--- src/rtl/kamacore_pkg.sv ---
// Shared types and widths for the kamacore fetch stage.
package kamacore_pkg;

  localparam int ADDR_WIDTH = 10;
  localparam int CPU_WIDTH  = 32;
  localparam int FIFO_WIDTH = ADDR_WIDTH + CPU_WIDTH;

  typedef enum logic [1:0] {
    BOOT   = 2'd0,
    RUN    = 2'd1,
    HALTED = 2'd2
  } fetch_state_t;

  typedef struct packed {
    logic [ADDR_WIDTH-1:0] pc;
    logic [CPU_WIDTH-1:0]  word;
  } fetch_entry_t;

  // Next sequential word address; wraps naturally at 2^ADDR_WIDTH.
  function automatic logic [ADDR_WIDTH-1:0] pc_incr(input logic [ADDR_WIDTH-1:0] pc);
    return pc + {{(ADDR_WIDTH-1){1'b0}}, 1'b1};
  endfunction

endpackage

--- src/rtl/kamacore_fetch_fifo.sv ---
// Two-entry FIFO holding fetched {pc, word} pairs; flush empties it in one cycle.
module kamacore_fetch_fifo
  import kamacore_pkg::*;
#(
  parameter int WIDTH = FIFO_WIDTH
) (
  input  logic             clk,
  input  logic             rst_n,
  input  logic             push,
  input  logic             pop,
  input  logic             flush,
  input  logic [WIDTH-1:0] wdata,
  output logic [WIDTH-1:0] rdata,
  output logic [1:0]       count
);

  logic [WIDTH-1:0] mem_r [2];
  logic             wr_ptr_r;
  logic             rd_ptr_r;
  logic [1:0]       count_r;
  logic             do_push_s;
  logic             do_pop_s;

  // Qualify requests: a push into a full FIFO is only legal alongside a pop.
  always_comb begin
    do_pop_s  = pop && (count_r != 2'd0);
    do_push_s = push && ((count_r != 2'd2) || do_pop_s);
  end

  // Storage, pointers and occupancy.
  always_ff @(posedge clk or negedge rst_n) begin
    if (!rst_n) begin
      for (int i = 0; i < 2; i++) begin
        mem_r[i] <= {WIDTH{1'b0}};
      end
      wr_ptr_r <= 1'b0;
      rd_ptr_r <= 1'b0;
      count_r  <= 2'd0;
    end else if (flush) begin
      wr_ptr_r <= 1'b0;
      rd_ptr_r <= 1'b0;
      count_r  <= 2'd0;
    end else begin
      if (do_push_s) begin
        mem_r[wr_ptr_r] <= wdata;
        wr_ptr_r        <= ~wr_ptr_r;
      end
      if (do_pop_s) begin
        rd_ptr_r <= ~rd_ptr_r;
      end
      case ({do_push_s, do_pop_s})
        2'b10:   count_r <= count_r + 2'd1;
        2'b01:   count_r <= count_r - 2'd1;
        default: count_r <= count_r;
      endcase
    end
  end

  assign rdata = mem_r[rd_ptr_r];
  assign count = count_r;

endmodule

--- src/rtl/kamacore_fetch.sv ---
// Instruction fetch stage: sequential PC, 2-deep decoupling buffer, redirect and halt.
module kamacore_fetch
  import kamacore_pkg::*;
#(
  parameter logic [ADDR_WIDTH-1:0] RESET_PC = {ADDR_WIDTH{1'b0}}
) (
  input  logic                  clk,
  input  logic                  rst_n,
  output logic [ADDR_WIDTH-1:0] imem_addr,
  input  logic [CPU_WIDTH-1:0]  imem_rdata,
  output logic                  instr_valid,
  input  logic                  instr_ready,
  output logic [CPU_WIDTH-1:0]  instr_data,
  output logic [ADDR_WIDTH-1:0] instr_pc,
  input  logic                  redirect_valid,
  input  logic [ADDR_WIDTH-1:0] redirect_pc,
  input  logic                  halt,
  output logic                  halted
);

  fetch_state_t          state_r;
  logic [ADDR_WIDTH-1:0] pc_r;
  logic                  halted_r;
  logic                  push_s;
  logic                  pop_s;
  logic                  flush_s;
  logic [1:0]            count_s;
  fetch_entry_t          wentry_s;
  logic [FIFO_WIDTH-1:0] head_bits_s;
  fetch_entry_t          head_s;

  assign wentry_s = '{pc: pc_r, word: imem_rdata};
  assign head_s   = fetch_entry_t'(head_bits_s);

  // Buffer control; redirect outranks halt, and the FIFO flush outranks a same-cycle pop.
  always_comb begin
    push_s  = 1'b0;
    flush_s = 1'b0;
    pop_s   = instr_valid && instr_ready;
    case (state_r)
      BOOT: begin
        push_s  = 1'b0;
        flush_s = 1'b0;
      end
      RUN: begin
        if (redirect_valid) begin
          flush_s = 1'b1;
        end else if (halt) begin
          push_s = 1'b0;
        end else begin
          push_s = (count_s != 2'd2) || pop_s;
        end
      end
      HALTED: begin
        if (redirect_valid) begin
          flush_s = 1'b1;
        end else begin
          flush_s = 1'b0;
        end
      end
      default: begin
        push_s  = 1'b0;
        flush_s = 1'b0;
      end
    endcase
  end

  // State, PC and the registered halted flag.
  always_ff @(posedge clk or negedge rst_n) begin
    if (!rst_n) begin
      state_r  <= BOOT;
      pc_r     <= RESET_PC;
      halted_r <= 1'b0;
    end else begin
      case (state_r)
        BOOT: begin
          state_r  <= RUN;
          halted_r <= 1'b0;
        end
        RUN: begin
          if (redirect_valid) begin
            pc_r     <= redirect_pc;
            state_r  <= RUN;
            halted_r <= 1'b0;
          end else if (halt) begin
            state_r  <= HALTED;
            halted_r <= 1'b1;
          end else if (push_s) begin
            pc_r <= pc_incr(pc_r);
          end else begin
            pc_r <= pc_r;
          end
        end
        HALTED: begin
          if (redirect_valid) begin
            pc_r     <= redirect_pc;
            state_r  <= RUN;
            halted_r <= 1'b0;
          end else begin
            halted_r <= 1'b1;
          end
        end
        default: begin
          state_r  <= BOOT;
          halted_r <= 1'b0;
        end
      endcase
    end
  end

  kamacore_fetch_fifo #(
    .WIDTH(FIFO_WIDTH)
  ) u_fifo (
    .clk   (clk),
    .rst_n (rst_n),
    .push  (push_s),
    .pop   (pop_s),
    .flush (flush_s),
    .wdata (wentry_s),
    .rdata (head_bits_s),
    .count (count_s)
  );

  assign imem_addr   = pc_r;
  assign instr_valid = (count_s != 2'd0);
  assign instr_data  = head_s.word;
  assign instr_pc    = head_s.pc;
  assign halted      = halted_r;

endmodule
--- config.mk ---
export PLATFORM = sky130hd
export DESIGN_NAME = kamacore_fetch
export DESIGN_NICKNAME = d
export VERILOG_FILES = /design/src/rtl/kamacore_pkg.sv /design/src/rtl/kamacore_fetch_fifo.sv /design/src/rtl/kamacore_fetch.sv
export SDC_FILE = /design/constraint.sdc
export NUM_CORES = 1
export LEC_CHECK = 0
export CORE_MARGIN = 1.5
export CORE_UTILIZATION = 55
export DETAILED_ROUTE_END_ITERATION = 10
export GPL_ROUTABILITY_DRIVEN = 0
export PLACE_DENSITY = 0.93
export SLEW_MARGIN = 20
export SYNTH_ARGS = -nofsm -noshare
export SYNTH_HDL_FRONTEND = slang
export SYNTH_HIERARCHICAL = 1
export SYNTH_SLANG_ARGS = --single-unit
--- constraint.sdc ---
create_clock -name clk -period 6.1 [get_ports clk]
set_clock_uncertainty 0.2 [all_clocks]
set_input_delay 0.915 -clock clk [delete_from_list [all_inputs] [get_ports clk]]
set_output_delay 0.915 -clock clk [all_outputs]
set_load 0.005 [all_outputs]
Word-level counts from Yosys, hierarchy flattened
Index checks and enable logic that the tools add are counted.
{"block": "classes", "addsub": 3, "order_cmp": 3, "eq_ne": 9, "n_mux": 30, "bitwise_logic": 5, "n_reduce_logical": 16}
{"cell": "two-way mux 42 bit", "count": 4}
{"cell": "bitwise mux 84 bit", "count": 1}
{"cell": "demux 42 bit (select 1 bit)", "count": 1}
{"cell": "two-way mux 10 bit", "count": 4}
{"cell": "one-hot mux 10 bit (2 select lines)", "count": 1}
{"cell": "two-way mux 1 bit", "count": 12}
{"cell": "adder 10 x 1 -> 10 bit (second input constant)", "count": 1}
{"cell": "two-way mux 2 bit", "count": 4}
{"cell": "nonzero test 2 bit", "count": 4}
{"cell": "inequality test 3 bit (second input constant)", "count": 2}
{"cell": "one-hot mux 2 bit (3 select lines)", "count": 1}
{"cell": "== test 2 x 1 -> 1 bit (second input constant)", "count": 2}
{"cell": "== test 2 bit (second input constant)", "count": 2}
{"cell": ">= comparator 2 bit (second input constant)", "count": 2}
{"cell": "logical AND 1 bit", "count": 4}
{"cell": "inequality test 2 bit (second input constant)", "count": 2}
{"cell": "inverter 1 -> 2 bit", "count": 2}
{"cell": "one-hot mux 2 bit (2 select lines)", "count": 1}
{"cell": "AND reduction 2 bit", "count": 2}
{"cell": "AND reduction 4 bit", "count": 1}
{"cell": "inequality test 3 x 2 -> 1 bit (second input constant)", "count": 1}
{"cell": "inverter 1 bit", "count": 3}
{"cell": "nonzero test 3 bit", "count": 1}
{"cell": "adder 2 x 1 -> 2 bit (second input constant)", "count": 1}
{"cell": "6 further kinds", "count": 7}
{"block": "totals", "regBits": 101, "out_inout_bits": 54, "wordCells": 74}

Logic depth before layout (Yosys ltp)
{"block": "depth", "word_depth": 10, "depth_mapped": 8, "mapped_depth_nobuf": 7}

By module
The synthesis kept the hierarchy.
{"mod": "kamacore_fetch_fifo", "n_inst": 1, "cells_each": 249, "area_per_inst_um2": 3990.1, "seq_area_each_um2": 2202.1}
{"mod": "kamacore_fetch", "n_inst": 1, "cells_each": 102, "area_per_inst_um2": 919.6, "seq_area_each_um2": 325.3}

Worst setup path after synthesis
No wires, ideal clock.
{"block": "synth_path", "path_type": "input-to-reg", "startpoint": "input halt", "endpoint": "register u_fifo/mem_r[42] (netlist name)", "arrival_ns": 2.625, "required_ns": 5.775, "setup_slack_ns": 3.150, "path_stages": 6, "path_buffers": 2, "path_cell_list": "nor2b_1 > nor3b_1 > or4b_1 > buf_4 > buf_6 > mux2_4"}
{"block": "synth_between", "elab_chain_len": 5}
{"item": "start: declaration", "line_no": "kamacore_fetch.sv:17", "text": "input logic halt,"}
{"item": "two-way mux 1 bit", "line_no": "kamacore_fetch.sv:48", "text": "end else if (halt) begin"}
{"item": "two-way mux 1 bit", "line_no": "kamacore_fetch.sv:46", "text": "if (redirect_valid) begin"}
{"item": "two-way mux 1 bit", "line_no": "kamacore_fetch.sv:40", "text": "case (state_r)"}
{"item": "net push_s", "line_no": "kamacore_fetch.sv:24", "text": "logic push_s;"}
{"item": "logical AND 1 bit", "line_no": "kamacore_fetch_fifo.sv:27", "text": "do_push_s = push && ((count_r != 2'd2) || do_pop_s);"}
{"item": "AND reduction 2 bit (no source line)"}
{"item": "end signal: indexed assignment", "line_no": "kamacore_fetch_fifo.sv:34", "text": "mem_r[i] <= {WIDTH{1'b0}};"}
{"item": "end signal: indexed assignment", "line_no": "kamacore_fetch_fifo.sv:45", "text": "mem_r[wr_ptr_r] <= wdata;"}
{"item": "end: declaration", "line_no": "kamacore_fetch_fifo.sv:17", "text": "logic [WIDTH-1:0] mem_r [2];"}
The timed path passes the listed nets, and every way through them passes these cells.
A chain may end at the register's enable or synchronous reset.

Worst setup path in the final report
{"block": "layout_path", "startpoint": "input halt", "endpoint": "register u_fifo/mem_r[67] (netlist name)"}
The elaborated chain is that of the path after synthesis.

==> run summary <==
DRT iter0 DRCs = 83
Post-route ant nets = 0
Filler cells = 602
Crit path from = halt
YS warnings = 6
Post-CTS Setup Repair Bufs = 0
Final setup viols = 0
Vias = 3162
Post-synthesis register bit count = 101
Sink Count = 101
Vias per Instance = 5.67
Synth-to-layout area growth = 24.8%
CTS Buf Count = 9
First-pass GRT wire length = 16.7 mm
Worst vdd ir = 0.000268 V
Fin. Hold Viols = 0
RSZ-0062 raised after global routing = false
Crit path cell chain = clkdlybuf4s50_1 -> nor2b_1 -> nor3b_1 -> or4b_4 -> mux2_4
Synth area leader = dfrtp_1
Die H = 97.5 um
Initial Utilization = 56.6%
Worst R2R Start = state_r[1]$_DFFE_PN0P_
Worst skew pair latency = 350 ps
Core Rows = 34
Gr ovfl total = 0
Syn avg cell area = 14.0 um^2
Core area = 8680 um^2
CP startpoint kind = primary input
Vias in the first global route = 3382
Post-synth ARST share = 100%
Achievable Freq = 278 MHz
Largest net degree at the start of global routing = 57
TritonCTS clock tree = yes
Reg clk slew, reported paths = 100 ps
Worst hold path class = register to register
Hold_sp = u_fifo/mem_r[56]$_DFFE_PN0P_
Initial antenna violation count = 0
Arrival time worst endpoint = 3630 ps
Post-synth top flop = dfrtp_1
Cell Area, Synth = 4910 um^2
End of the worst register-to-register path = u_fifo/mem_r[67]$_DFFE_PN0P_
Drt wl/cell = 17.7 um
Longest Clk Path Bufs = 2
Diodes inserted = 0
Residual DRC count = 0
Post-synth EDFFs = 0
Maxcap violations = 0
Ports = 101
Worst Hold Depth = 1
Ratio of cells with drive above 1 in the final layout = 35.8%
PD cells = 506 nW/um^2
Relative slew slack = 31.2%
Drt first pass iters = 4
Nets = 497
H-tree Lvls = 3
Synth unique cells = 43
Status = finished, final reports clean
Post-synth top area share = 51.5%
Post-synthesis cell count = 351
Final Slew Violations = 0
Worst hold path endpoint = u_fifo/mem_r[56]$_DFFE_PN0P_
Critical Path Fanout Max = 43
Sequential-to-total area share from yosys stat = 51.5%
Largest cells by area after synthesis = dfrtp_1 51%, mux2_2 20%, mux2_4 12%
Setup TNS Final = 0 ps
Aggregate routed wire length = 9.88 mm
Die W = 97.5 um
Pleak = 2.71 nW
Post-Syn Nets = 403
Worst reg2reg path depth = 6
Post-CTS Hold Buffers = 0
CP max stage cell = or4b_4
Die Area = 9500 um^2
Worst-Margin Slew = 1030 ps
Period utilization = 58.9%
Cells resized by post-CTS repair = 0
Final min period = 3590 ps
Critical path class = primary input to register
Root buffer cell = clkbuf_8
DP HPWL = 6.66 mm
CP required = 6140 ps
Max incr delay on CP = 910 ps
CP Capture Type = register
Worst reg-to-reg setup slack = 2830 ps
Total Routing Usage GR = 21.6%
Final Util = 70.6%
PortBufs = 100
## sequential cells by signal, summed over array words and instances (netlist names)
name	flops
u_fifo/count	2
u_fifo/wr_ptr_r	1
halted	1
state_r	2
u_fifo/mem_r	84
u_fifo/rd_ptr_r	1
imem_addr	10
## cells in the final DEF (no fill, tap or decap), types with 2 or more instances in the layout
cell type,Yosys,final
a21oi_1,8,8
a21oi_2,6,6
a2bb2oi_1,3,3
and2_1,2,2
buf_4,1,3
clkbuf_8,0,10
clkdlybuf4s50_1,0,99
clkinvlp_4,0,2
dfrtp_1,101,100
ha_1,5,5
inv_1,4,4
mux2_2,87,87
mux2_4,39,39
mux2i_1,3,3
nand2_1,15,15
nand2b_1,3,3
nand4_1,2,2
nor2_1,9,8
nor2b_1,4,4
nor3_1,3,3
nor3b_1,3,3
o21ai_0,11,11
o22ai_1,4,4
## power by group
group          total (mW)  switching, mW  internal, mW
Combinational        1.44          0.450         0.990
Clock               0.392          0.227         0.165
Sequential           1.27          0.276         0.996
Total                3.10          0.952          2.15
## logic make-up after synthesis
| family | after synthesis | synth area share, % |
|---|---|---|
| muxes | 129 | 32.5 |
| DFF | 101 | 51.5 |
| and+or+nand+nor | 52 | 5.76 |
| AOI/OAI and AO/OA | 40 | 5.91 |
| buffers and inverters | 23 | 2.91 |
| adders and majority gates | 5 | 1.27 |
| xor gates and xnor gates | 1 | 0.178 |
## cells in the mapped netlist, types with 5 or more instances
| master | instances |
|---|---|
| ha_1 | 5 |
| nor2_1 | 9 |
| mux2_2 | 87 |
| clkbuf_1 | 6 |
| o21ai_0 | 11 |
| buf_6 | 6 |
| dfrtp_1 | 101 |
| a21oi_2 | 6 |
| nand2_1 | 15 |
| mux2_4 | 39 |
| a21oi_1 | 8 |
| buf_2 | 6 |
## critical path, delay by kind of cell
kind / cells / cell delay [ps]
and+or+nand+nor: 3 / 1760
buffers and inverters: 1 / 500
muxes: 1 / 420
## cell type report
cell class	instances	area, um^2	share of cell area, %
clock buffer	11	141	2.31
clock inverter	5	43.8	0.714
inverter	4	15.0	0.245
multi-input combinational	227	2250	36.7
sequential	101	2530	41.3
tap	108	135	2.20
timing repair buffer	102	1010	16.5
## routing by layer
layer  GRT usage [%]  share of wire, %  vias to the layer above
met1            29.3                45                     1611
met5               0                 0                        -
met2            35.5                49                       92
li1                -                 -                     1449
met3            4.53               4.5                       10
met4            5.60              0.67                        0
## per-stage QoR
| step | area (um^2) | total power [mW] | std cells | setup slack [ps] | hold slack (ps) |
|---|---|---|---|---|---|
| after global placement | 5940 | 2.65 | 542 | 2280 | 283 |
| after CTS | 6130 | 3.13 | 558 | 2550 | 311 |
| after detailed placement | 5940 | 2.72 | 542 | 2180 | 290 |
| final | 6130 | 3.10 | 558 | 2510 | 309 |
| after global routing | 6130 | 3.30 | 558 | 2370 | 325 |
| after floorplan | 4910 | 2.05 | 351 | 3150 | 275 |
## worst max-delay path by stage
stage / to / cells after the start
4_1_cts: u_fifo/mem_r[61]$_DFFE_PN0P_ / 5
3_5_place_dp: u_fifo/mem_r[52]$_DFFE_PN0P_ / 5
6_report: u_fifo/mem_r[67]$_DFFE_PN0P_ / 5
5_1_grt: u_fifo/mem_r[3]$_DFFE_PN0P_ / 7
3_3_place_gp: u_fifo/mem_r[52]$_DFFE_PN0P_ / 5
2_1_floorplan: u_fifo/mem_r[42]$_DFFE_PN0P_ / 6
Note: power is estimated with default switching activity, not from simulation.
